==> src/rtl/paddle_ai_if.sv <==
// Signal bundle between the AI paddle controller and its environment:
// ball and paddle geometry go in, the move command and state come out.
interface paddle_ai_if;
  logic       enable;
  logic       game_end;
  logic [9:0] ball_x;
  logic       ball_approaching;
  logic [9:0] paddle_x1;
  logic [9:0] paddle_x2;
  logic [1:0] paddle_cmd;
  logic [1:0] ai_state;

  // Level signals only: inputs are sampled on every clock edge, and the outputs are registered.
  modport master (
    output enable, game_end, ball_x, ball_approaching, paddle_x1, paddle_x2,
    input  paddle_cmd, ai_state
  );

  modport slave (
    input  enable, game_end, ball_x, ball_approaching, paddle_x1, paddle_x2,
    output paddle_cmd, ai_state
  );
endinterface

==> src/rtl/paddle_ai_ctrl.sv <==
// Computer opponent for one paddle: steers the paddle centre toward the ball,
// or toward the screen centre, and re-decides once per reaction period.
module paddle_ai_ctrl #(
  parameter int SCREEN_W     = 640,
  parameter int CENTER_X     = 320,
  parameter int DEADBAND     = 4,
  parameter int STOP_BAND    = 1,
  parameter int REACT_CYCLES = 8
) (
  input  logic        clk,
  input  logic        reset,
  paddle_ai_if.slave  bus
);

  typedef enum logic [1:0] {
    ST_IDLE   = 2'd0,
    ST_HOLD   = 2'd1,
    ST_MOVE_L = 2'd2,
    ST_MOVE_R = 2'd3
  } ai_state_e;

  localparam int CW = (REACT_CYCLES > 1) ? $clog2(REACT_CYCLES) : 1;
  localparam logic [CW-1:0]     COUNT_LAST = CW'(REACT_CYCLES - 1);
  localparam logic signed [11:0] DB_POS    = 12'(DEADBAND);
  localparam logic signed [11:0] DB_NEG    = -12'(DEADBAND);
  localparam logic signed [11:0] SB_POS    = 12'(STOP_BAND);
  localparam logic signed [11:0] SB_NEG    = -12'(STOP_BAND);
  localparam logic [9:0]         WALL_R    = 10'(SCREEN_W);
  localparam logic [9:0]         REST_X    = 10'(CENTER_X);

  ai_state_e     state_q, state_d;
  logic [1:0]    cmd_q, cmd_d;
  logic [CW-1:0] count_q, count_d;

  logic               tick;
  logic [10:0]        centre;
  logic [9:0]         target;
  logic signed [11:0] err;
  logic               force_idle;

  // Centre is formed at 11 bits so x1 + x2 cannot wrap before the halving.
  always_comb begin
    centre     = ({1'b0, bus.paddle_x1} + {1'b0, bus.paddle_x2}) >> 1;
    target     = bus.ball_approaching ? bus.ball_x : REST_X;
    err        = $signed({2'b00, target}) - $signed({1'b0, centre});
    tick       = (count_q == COUNT_LAST);
    force_idle = !bus.enable || bus.game_end;
  end

  always_comb begin
    state_d = state_q;
    if (force_idle) begin
      state_d = ST_IDLE;
    end else begin
      unique case (state_q)
        ST_IDLE: state_d = ST_HOLD;
        ST_HOLD: begin
          if (tick) begin
            if (err > DB_POS)      state_d = ST_MOVE_R;
            else if (err < DB_NEG) state_d = ST_MOVE_L;
          end
        end
        // Wall stop beats the tick decision and needs no tick.
        ST_MOVE_R: begin
          if (bus.paddle_x2 >= WALL_R)     state_d = ST_HOLD;
          else if (tick && err <= SB_POS)  state_d = ST_HOLD;
        end
        ST_MOVE_L: begin
          if (bus.paddle_x1 <= 10'd1)      state_d = ST_HOLD;
          else if (tick && err >= SB_NEG)  state_d = ST_HOLD;
        end
        default: state_d = ST_IDLE;
      endcase
    end

    unique case (state_d)
      ST_MOVE_L: cmd_d = 2'd1;
      ST_MOVE_R: cmd_d = 2'd2;
      default:   cmd_d = 2'd0;
    endcase

    // The counter sits at 0 through IDLE, so the first tick is a full period after leaving it.
    if (state_q == ST_IDLE || state_d == ST_IDLE) count_d = '0;
    else if (tick)                                count_d = '0;
    else                                          count_d = count_q + 1'b1;
  end

  always_ff @(posedge clk) begin
    if (reset) begin
      state_q <= ST_IDLE;
      cmd_q   <= 2'd0;
      count_q <= '0;
    end else begin
      state_q <= state_d;
      cmd_q   <= cmd_d;
      count_q <= count_d;
    end
  end

  assign bus.paddle_cmd = cmd_q;
  assign bus.ai_state   = state_q;

endmodule

==> src/flat_wrapper.sv <==
// flat-port wrapper written by rule: the top's interface ports become plain ports
module paddle_ai_ctrl_flat 
#(
  parameter int SCREEN_W     = 640,
  parameter int CENTER_X     = 320,
  parameter int DEADBAND     = 4,
  parameter int STOP_BAND    = 1,
  parameter int REACT_CYCLES = 8
)
  (clk, reset, bus_enable, bus_game_end, bus_ball_x, bus_ball_approaching, bus_paddle_x1, bus_paddle_x2, bus_paddle_cmd, bus_ai_state);
  paddle_ai_if bus_i ();
  input  logic clk;
  input  logic reset;
  input wire logic [$bits(bus_i.enable)-1:0] bus_enable;
  input wire logic [$bits(bus_i.game_end)-1:0] bus_game_end;
  input wire logic [$bits(bus_i.ball_x)-1:0] bus_ball_x;
  input wire logic [$bits(bus_i.ball_approaching)-1:0] bus_ball_approaching;
  input wire logic [$bits(bus_i.paddle_x1)-1:0] bus_paddle_x1;
  input wire logic [$bits(bus_i.paddle_x2)-1:0] bus_paddle_x2;
  output wire logic [$bits(bus_i.paddle_cmd)-1:0] bus_paddle_cmd;
  output wire logic [$bits(bus_i.ai_state)-1:0] bus_ai_state;
  assign bus_i.enable = bus_enable;
  assign bus_i.game_end = bus_game_end;
  assign bus_i.ball_x = bus_ball_x;
  assign bus_i.ball_approaching = bus_ball_approaching;
  assign bus_i.paddle_x1 = bus_paddle_x1;
  assign bus_i.paddle_x2 = bus_paddle_x2;
  assign bus_paddle_cmd = bus_i.paddle_cmd;
  assign bus_ai_state = bus_i.ai_state;
  paddle_ai_ctrl #(.SCREEN_W(SCREEN_W), .CENTER_X(CENTER_X), .DEADBAND(DEADBAND), .STOP_BAND(STOP_BAND), .REACT_CYCLES(REACT_CYCLES)) u_core (.clk(clk), .reset(reset), .bus(bus_i));
endmodule
==> config.mk <==
export PLATFORM = sky130hd
export DESIGN_NAME = paddle_ai_ctrl_flat
export DESIGN_NICKNAME = d
export VERILOG_FILES = /design/src/rtl/paddle_ai_if.sv /design/src/rtl/paddle_ai_ctrl.sv /design/src/flat_wrapper.sv
export SDC_FILE = /design/constraint.sdc
export NUM_CORES = 1
export LEC_CHECK = 0
export CORE_ASPECT_RATIO = 1.4
export CORE_UTILIZATION = 40
export DETAILED_ROUTE_END_ITERATION = 8
export GPL_ROUTABILITY_DRIVEN = 0
export HOLD_SLACK_MARGIN = 0.03
export PLACE_DENSITY = 0.72
export SYNTH_ARGS = -nofsm -noshare
export SYNTH_HDL_FRONTEND = slang
export SYNTH_SLANG_ARGS = --single-unit
==> constraint.sdc <==
create_clock -name clk -period 3.6 [get_ports clk]
set_input_delay 0.72 -clock clk [delete_from_list [all_inputs] [get_ports clk]]
set_output_delay 0.72 -clock clk [all_outputs]
set_load 0.005 [all_outputs]
==> results of run 1 <==
-- cell type report --
cell class,instances,share of cell area
Timing Repair Buffer,80,0.297
Clock inverter,1,0.00217
Tap cell,39,0.0211
Multi-Input combinational cell,154,0.590
Sequential cell,7,0.0606
Clock buffer,3,0.0179
Inverter,7,0.0114
-- synthesized netlist by cell type (3+ instances only) --
library cell / count
dfxtp_1: 7
nor2_1: 9
a21oi_1: 15
o21a_1: 3
xnor2_1: 11
and2_1: 11
inv_1: 7
ha_1: 21
nand2_1: 11
o21ai_0: 5
o21bai_1: 3
nand2b_1: 3
a31oi_1: 6
nor3_1: 6
a21o_1: 4
xor2_1: 4
nor2b_1: 4
nor3b_1: 3
buf_6: 3
-- kinds of logic (layout without fill, tap and decap cells) --
| kind of cell | Yosys count | count (layout) | synth area share |
|---|---|---|---|
| AO/OA/AOI/OAI | 56 | 56 | 0.280 |
| XOR/XNOR | 15 | 15 | 0.0964 |
| adder cells (fa/ha/maj) | 23 | 23 | 0.222 |
| buffers and inverters | 12 | 91 | 0.0533 |
| flip-flops | 7 | 7 | 0.103 |
| multiplexers | 2 | 2 | 0.0147 |
| AND/OR/NAND/NOR | 58 | 58 | 0.230 |
-- timing repair --
| item | CTS | global route |
|---|---|---|
| endpoints found under the setup margin | 4 | 4 |
| pin swaps | 21 | 11 |
| resized for setup | 39 | 14 |
| hold buffers | 0 | 0 |
| setup buffers | 12 | 2 |
-- how the worst max path moves through the flow --
stage | startpoint | endpoint | cells past startpoint | slack [ps]
global route | bus_paddle_x1[0] | u_core.bus.paddle_cmd[0]$_SDFF_PP0_ | 18 | -190
detailed placement | bus_paddle_x1[1] | u_core.bus.ai_state[1]$_SDFF_PP0_ | 17 | -770
global placement | bus_paddle_x2[1] | u_core.bus.ai_state[1]$_SDFF_PP0_ | 17 | -670
CTS | bus_paddle_x1[0] | u_core.bus.ai_state[1]$_SDFF_PP0_ | 16 | -80
finish | bus_paddle_x1[4] | u_core.bus.ai_state[0]$_SDFF_PP0_ | 18 | -20
floorplan | bus_paddle_x2[0] | u_core.bus.ai_state[1]$_SDFF_PP0_ | 16 | -10
-- per-stage QoR --
stage          utilization  hold slack [ps]  std cells
2_1_floorplan            -              408        173
3_3_place_gp         0.626              419        273
3_5_place_dp         0.626              442        273
4_1_cts              0.692              448        289
5_1_grt              0.726              472        291
6_report             0.726              438        291
-- sequential cells by signal, summed over array words and instances (netlist names) --
name,count
u_core.bus.ai_state,2
u_core.bus.paddle_cmd,2
u_core.count_q,3
-- placed cells by master (no fill, tap or decap), types with 3 or more instances in the layout --
cell	count
buf_4	41
clkdlybuf4s50_1	30
ha_1	14
nand2_1	11
and2_1	10
xnor2_1	10
a21oi_1	9
nor2_1	9
inv_1	7
dfxtp_1	7
a21oi_2	6
nor3_1	6
ha_4	6
a31oi_1	5
a21o_1	4
nor2b_1	4
dlygate4sd2_1	4
nand2b_1	3
o21bai_1	3
o21ai_0	3
o21a_1	3
clkbuf_8	3
buf_6	3
-- per-layer routing --
metal	GRT usage	wire length, um	part of all wire
met1	0.222	1540	0.34
met2	0.537	2680	0.59
met3	0.0215	146	0.032
met4	0.117	184	0.040
met5	0	0	0
-- critical path: stages --
cell	delay (ps)
clkdlybuf4s50_1	430
ha_1	320
a21oi_2	170
nor2b_1	60
o21ai_1	180
buf_4	150
buf_4	100
a21oi_1	70
xnor2_1	130
ha_2	210
buf_4	140
a21oi_2	170
nand2_1	90
nor3b_2	230
nor2_1	100
a21oi_1	230
o21ai_2	100
and2_1	160
-- power breakdown --
group	total, uW	switching [uW]	internal (uW)
combinational	603	282	321
sequential	79.2	0.864	78.3
clock	111	36.2	75.1
==> impl_metrics.py, run 1 <==
metrics = {
    "status": {
        "status": "finished, violations left",
        "violations": "negative setup slack",
    },
    "layout": {
        "final_cell_area_um2": 2310,
        "area_growth_pct": 69.6,
        "layout.area.seq_um2": 140,
        "insertedDiodeCount": 0,
        "n_fill_cell": 260,
        "drive_above_1_share": 0.317,
        "multi_input_area_um2": 1360,
        "fin_nets": 311,
    },
    "global_route": {
        "grt_pass1_wl_um": 7200,
        "grt_max_degree": 11,
        "first_global_vias": 1785,
        "track_usage": 0.253,
        "antenna_found_initial": 0,
        "grt-ovfl-total": 0,
    },
    "timing": {
        "setup_violations": 3,
        "slew_viol_final": 0,
        "skew_ps": 7.96,
        "period_share": 1.01,
        "max_freq_ghz": 0.276,
        "rsz0062_at_grt": "yes",
        "tightest_slew_ps": 650,
        "worst_slack_ps": -22.7,
        "slew_headroom": 0.564,
        "finalHoldViolations": 0,
        "finalCriticalPeriod_ps": 3620,
        "finalSetupTns_ps": -37.1,
    },
    "logic_synthesis": {
        "synthFlopType": "dfxtp_1",
        "netlist_area_um2": 1360,
        "synth_cells": 173,
        "synth_async_sr_flop_share": 0,
        "syn_avg_cell_area_um2": 7.88,
        "yosys.area.top_type": "ha_1",
        "yosysWarnings": 0,
        "syn_nets": 231,
        "yosysSeqAreaShare": 0.103,
        "synthTopCellsByArea": "ha_1 (19%), dfxtp_1 (10%), xnor2_1 (7.1%)",
        "synth.top_cell.area_share": 0.193,
        "synth.distinct_cells": 48,
        "synth-edff-count": 0,
        "synth_seq_cells": 7,
    },
    "clock_tree": {
        "htree_levels": 1,
        "clkLatencyLatePin_ps": 230,
        "cts_tree": "yes",
        "clk_path_buf_depth": 2,
        "clkTransAtPathRegs_ps": 50,
        "cts_buffers": 3,
        "cts.sinks": 7,
        "clock-root-buffer": "clkbuf_8",
    },
    "power_and_ir_drop": {
        "finalPower_uw": 793,
        "cellPowerDensity_nw_per_um2": 343,
        "p_leak_uw": 0.000987,
        "ir_drop_mv": 0.227,
    },
    "detailed_routing": {
        "via_per_inst": 5.70,
        "drtIter0Drc": 27,
        "final_antenna_net_count": 0,
        "drc": 0,
        "vias": 1659,
        "wl_um": 4560,
        "dr.pass1.iters": 4,
        "wl_per_cell_um": 15.7,
    },
    "critical_path": {
        "ff2ff_setup_slack_ps": 1750,
        "crit_type": "primary input to flip-flop",
        "reg2reg_depth": 8,
        "crit_required_ps": 3720,
        "reg2reg_to": "u_core.bus.ai_state[1]$_SDFF_PP0_",
        "worst_setup_path_start_kind": "primary input",
        "cp-end-kind": "flip-flop",
        "cp_max_fo": 4,
        "r2r-start": "u_core.count_q[0]$_SDFF_PP0_",
        "cp_data_arrival_time_ps": 3750,
    },
    "worst_hold_path": {
        "hp-start": "u_core.count_q[0]$_SDFF_PP0_",
        "whs_path_depth": 1,
        "hold_end": "u_core.count_q[0]$_SDFF_PP0_",
        "hp-class": "flip-flop to flip-flop",
    },
    "floorplanning": {
        "ios": 39,
        "core_area_um2": 3180,
        "die_w_um": 51.3,
        "die_h_um": 71.1,
        "dieArea_um2": 3650,
        "fp-row-count": 24,
        "initial_core_util": 0.428,
    },
    "placement": {
        "dpl.hpwl_um": 3400,
        "port_buffers": 38,
        "pre_cts_slack_ps": -769,
        "placed_area_um2": 1990,
    },
    "flow_run": {
        "max-cap-violations": 0,
    },
}
No activity file was read; power rests on OpenSTA's default activity.
==> run 2: changes to the inputs <==
CORE_ASPECT_RATIO = not set   (was 1.4)
GPL_ROUTABILITY_DRIVEN = not set   (was 0)
PLACE_DENSITY = 0.69   (was 0.72)
clock period = 3.5 ns   (was 3.6 ns; I/O delays follow)
==> impl_metrics.py, run 2 (synthesis results as in run 1) <==
metrics = {
    "status": {
        "status": "finished, violations left",
        "violations": "negative setup slack",
    },
    "layout": {
        "area_growth_pct": 82.1,
        "largest_register_ffs": 3,
        "fin_nets": 315,
        "insertedDiodeCount": 0,
        "final_cells": 300,
        "drive_above_1_share": 0.418,
        "largest-register": "u_core.count_q",
        "fin_util": 0.787,
        "final_cell_mix": "buf_4 (44), clkdlybuf4s50_1 (28), ha_1 (13), and2_1 (10), nand2_1 (10)",
        "layout_commonest_cell": "buf_4",
    },
    "global_route": {
        "grt_max_degree": 11,
        "grt-ovfl-total": 0,
        "track_usage": 0.258,
        "first_global_vias": 1705,
        "grt_pass1_wl_um": 7070,
        "antenna_found_initial": 0,
    },
    "floorplanning": {
        "fp-row-count": 20,
        "dieArea_um2": 3640,
        "ios": 39,
        "die_h_um": 60.4,
        "core_area_um2": 3150,
        "die_w_um": 60.4,
        "initial_core_util": 0.432,
    },
    "detailed_routing": {
        "vias": 1687,
        "final_antenna_net_count": 0,
        "drtIter0Drc": 92,
        "via_per_inst": 5.62,
        "wl_per_cell_um": 16.9,
        "dr.pass1.iters": 4,
        "wl_um": 5080,
        "drc": 0,
    },
    "timing": {
        "finalSetupTns_ps": -162,
        "finalHoldViolations": 0,
        "skew_ps": 1.49,
        "finalCriticalPeriod_ps": 3560,
        "period_share": 1.02,
        "slew_headroom": 0.464,
        "worst_slack_ps": -60.8,
        "tightest_slew_ps": 799,
        "rsz0062_at_grt": "yes",
        "setup_violations": 3,
        "max_freq_ghz": 0.281,
        "slew_viol_final": 0,
    },
    "placement": {
        "dp_cells": 279,
        "dpl.hpwl_um": 3280,
        "gp_congestion": 0.957,
        "port_buffers": 38,
    },
    "clock_tree": {
        "htree_levels": 1,
        "clock-root-buffer": "clkbuf_4",
        "clk_path_buf_depth": 2,
        "cts_buffers": 3,
        "cts.sinks": 7,
        "ctsHoldBuffers": 0,
        "clkTransAtPathRegs_ps": 50,
        "clkLatencyLatePin_ps": 260,
        "cts_tree": "yes",
    },
    "critical_path": {
        "critPathBufInv": 1,
        "cp_data_arrival_time_ps": 3690,
        "worst_setup_path_start_kind": "primary input",
        "slowest_delay_ps": 430,
        "cp_cell_sequence": "clkdlybuf4s50_1, ha_1, nor2b_1, o21ai_2, nand2b_1, xnor2_1, ha_1, a21o_1, a2111oi_4, a31oi_1, xnor2_1, a211o_1, o21ai_2, o21bai_1",
        "cp_max_fo": 3,
        "crit_type": "primary input to flip-flop",
        "crit_slowest_cell": "clkdlybuf4s50_1",
        "crit_required_ps": 3630,
        "cp_top_family": "compound AO/OA/AOI/OAI gates",
        "cp-end-kind": "flip-flop",
    },
    "power_and_ir_drop": {
        "ir_drop_mv": 0.232,
        "p_leak_uw": 0.00103,
        "cellPowerDensity_nw_per_um2": 360,
        "finalPower_uw": 894,
    },
    "worst_hold_path": {
        "hp-class": "flip-flop to flip-flop",
    },
    "flow_run": {
        "max-cap-violations": 0,
    },
}
run 2: changes by cell type in the layout (fill, tap and decap cells not counted), sizes merged:
cell and change:
buf +6, clkbuf +3, clkdlybuf4s50 -2, dlygate4sd2 -2, clkinv -1
run 2: metal layers:
layer  GRT usage  routed length (um)  vias up
li1            -                   -      805
met1       0.265                1920      810
met2       0.496                2740       54
met3      0.0512                 208       18
met4       0.120                 208        0
met5           0                   0        -
run 2: worst reg2reg max path: stages (launching register included):
cell and delay, ps:
dfxtp_1 370, inv_1 90, a311oi_1 680, o221ai_1 290
nand4_1 190, o21ai_2 80, and2_1 160
run 2: final timing paths:
path / startpoint / to / slack [ps] / cells past startpoint
worst max-delay path: bus_paddle_x1[5] / u_core.bus.ai_state[1]$_SDFF_PP0_ / -60 / 14
worst min-delay path: u_core.count_q[0]$_SDFF_PP0_ / u_core.count_q[0]$_SDFF_PP0_ / 430 / 1
worst max register to register: u_core.bus.ai_state[1]$_SDFF_PP0_ / u_core.bus.ai_state[0]$_SDFF_PP0_ / 1550 / 6
worst min register to register: u_core.count_q[0]$_SDFF_PP0_ / u_core.count_q[0]$_SDFF_PP0_ / 430 / 1
run 2: timing repair:
item / CTS / global route
gates resized for setup: 55 / 41
endpoints found under the setup margin: 4 / 4
buffers inserted: 12 / 6
endpoints found under the hold margin: 0 / 0
pin swaps: 30 / 30
run 2: area by class of cell:
| cell class | count | area (um^2) |
|---|---|---|
| multi-input cells | 154 | 1510 |
| repair buffers | 84 | 719 |
| inverters | 7 | 26.3 |
| flip-flops and latches | 7 | 140 |
| fillers | 211 | 672 |
| clock buffers | 4 | 26.3 |
| well taps | 44 | 55.1 |
run 2: through the flow:
| step | cell area, um^2 | setup slack (ps) | hold slack, ps |
|---|---|---|---|
| finish | 2480 | -60.8 | 431 |
| global route | 2480 | -233 | 461 |
| CTS | 2240 | -47.2 | 433 |
| detailed placement | 2010 | -872 | 425 |
| global placement | 2010 | -773 | 418 |
| floorplan | 1400 | -91.6 | 408 |
run 2: where the power goes:
part | leakage, uW | switching (uW) | internal [uW]
sequential | 0.0000565 | 0.751 | 80.3
clock | 0.0000150 | 34.0 | 43.8
combinational | 0.000960 | 356 | 379
==> run 3: changes to the inputs <==
CAP_MARGIN = 20   (was not set)
==> results of run 3 <==
The final DEF is identical to that of run 2; final timing and power are the same.
==> patch (settings of run 2) <==
`REACT_CYCLES` is set to 8 in 2 places; all go to 16.
--- a/src/rtl/paddle_ai_ctrl.sv
+++ b/src/rtl/paddle_ai_ctrl.sv
@@ -6,5 +6,5 @@
   parameter int DEADBAND     = 4,
   parameter int STOP_BAND    = 1,
-  parameter int REACT_CYCLES = 8
+  parameter int REACT_CYCLES = 16
 ) (
   input  logic        clk,
--- a/src/flat_wrapper.sv
+++ b/src/flat_wrapper.sv
@@ -6,5 +6,5 @@
   parameter int DEADBAND     = 4,
   parameter int STOP_BAND    = 1,
-  parameter int REACT_CYCLES = 8
+  parameter int REACT_CYCLES = 16
 )
   (clk, reset, bus_enable, bus_game_end, bus_ball_x, bus_ball_approaching, bus_paddle_x1, bus_paddle_x2, bus_paddle_cmd, bus_ai_state);
Function: changed (a bounded check fails within 10 cycles, from zero or initial values and one cycle with reset high).
==> patch against run 2 <==
Setup slack got worse by 150 ps; via count fell by 7.4%; non-clock buffer count increased by 1; the run still ends with setup timing left; clock skew up 0.83 ps; register-to-register slack improved by 110 ps; sequential power is 14% higher; critical endpoint unchanged; routed wire length down 24%; power is 17% lower; synthesized area down 0.37%; utilization decreased by 6.8 points; design area down 9.3%; sequential cell count rose by 1; die area fell by 0.36%.
==> patch: results <==
route:
  drt-initial-drc-count: 39
  routed_wl_um: 3840
  avgRoutedWirePerCell_um: 13.0
critical_path:
  crit_fanout: 2
  crit_start: "bus_paddle_x1[0]"
  max_stage_delay_ps: 340
  r2r_cells: 8
  r2r_start: "u_core.count_q[0]"
  critPathArrivalTime_ps: 3850
  cpMaxStageDelayCell: "fa_2"
layout:
  final_layout_size_suffix_gt1_share_pct: 32.7
  nNetsFinal: 310
  fill_cells: 248
  area_delta_synth_final_pct: 65.7
  largest_reg_flops: 4
placement:
  place_area_um2: 2100
  gp_routability_congestion: 0.869
  dp.cells: 287
  place_ws_ps: -870
synthesis:
  post_synth_inst_count: 165
  seq_area_frac_synth_pct: 11.8
  syn_nets: 222
  synthTopCellsByArea: "ha_1 18%, dfxtp_1 12%, xnor2_1 5.2%, xor2_1 4.5%, a21oi_1 4.4%"
  yosys-top-cells-count: "20 x ha_1, 14 x nor2_1, 12 x a21oi_1"
global_route:
  grt_pass1_vias: 1598
  grt_pass1_wl_um: 6270
  grt_usage_pct: 22.5
  grt_max_degree: 7
timing:
  maxSlewHeadroom_pct: 63.4
  setup_ws_ps: -210
  fin_skew_ps: 2.32
  setup_viol: 4
  finalSetupTns_ps: -495
pwr:
  leakage_nw: 0.992
  ir_worst_vdd_uv: 132
run_status:
  violations: "setup timing"
  status: "complete, but fails checks"
cts:
  cts.clk_slew.worst_paths_ps: 50
## patch: cell types whose count changed after synthesis, moves of 3 or more
cell	delta
xor2_1	+3
and2_1	-4
nand3b_1	+3
nand2_1	-5
a21oi_1	-3
nor2b_1	-4
nor2_1	+5
nand2b_1	+4
xnor2_1	-3
and3_1	+3
## patch: layout make-up
type / instances / area share [%]
Timing Repair Buffer: 85 / 32.1
Tap cell: 44 / 2.45
Clock buffer: 3 / 1.00
Inverter: 6 / 1.00
Sequential cell: 8 / 7.12
Multi-Input combinational cell: 149 / 56.3
## patch: kinds of logic (layout without fill, tap and decap cells)
family	after synthesis	after routing	share of synthesized area, %
buffers and inverters	8	94	2.86
AO/OA/AOI/OAI	52	52	28.9
flip-flops	8	8	11.8
adder cells (fa/ha/maj)	22	22	21.4
AND/OR/NAND/NOR	59	59	24.1
XOR/XNOR	16	16	10.9
## patch: timing repair
item,in CTS,in global routing
setup buffers,3,2
setup endpoints to repair,4,4
pin swaps,16,21
hold buffers,0,0
endpoints found under the hold margin,0,0
resized for setup,21,14
## patch: layer usage
metal,GRT usage [%],vias to the layer above,share of wire (%)
li1,-,795,-
met1,23.3,716,38
met4,5.98,0,1.8
met3,1.08,9,4.9
met2,46.9,43,55
met5,0,-,0
## patch: path summary, 6_finish.rpt
kind | endpoint | slack [ps]
setup / recovery | u_core.bus.ai_state[1] | -210
hold / removal | u_core.count_q[0] | 450
setup reg to reg | u_core.bus.ai_state[1] | 1660
hold reg to reg | u_core.count_q[0] | 450
## patch: where the power goes
part / internal (mW) / switching, mW / leakage (nW) / total (mW)
Clock: 0.0393 / 0.0328 / 0.0138 / 0.0721
Combinational: 0.306 / 0.269 / 0.914 / 0.575
Sequential: 0.0917 / 0.000943 / 0.0646 / 0.0927
Total: 0.437 / 0.303 / 0.992 / 0.740
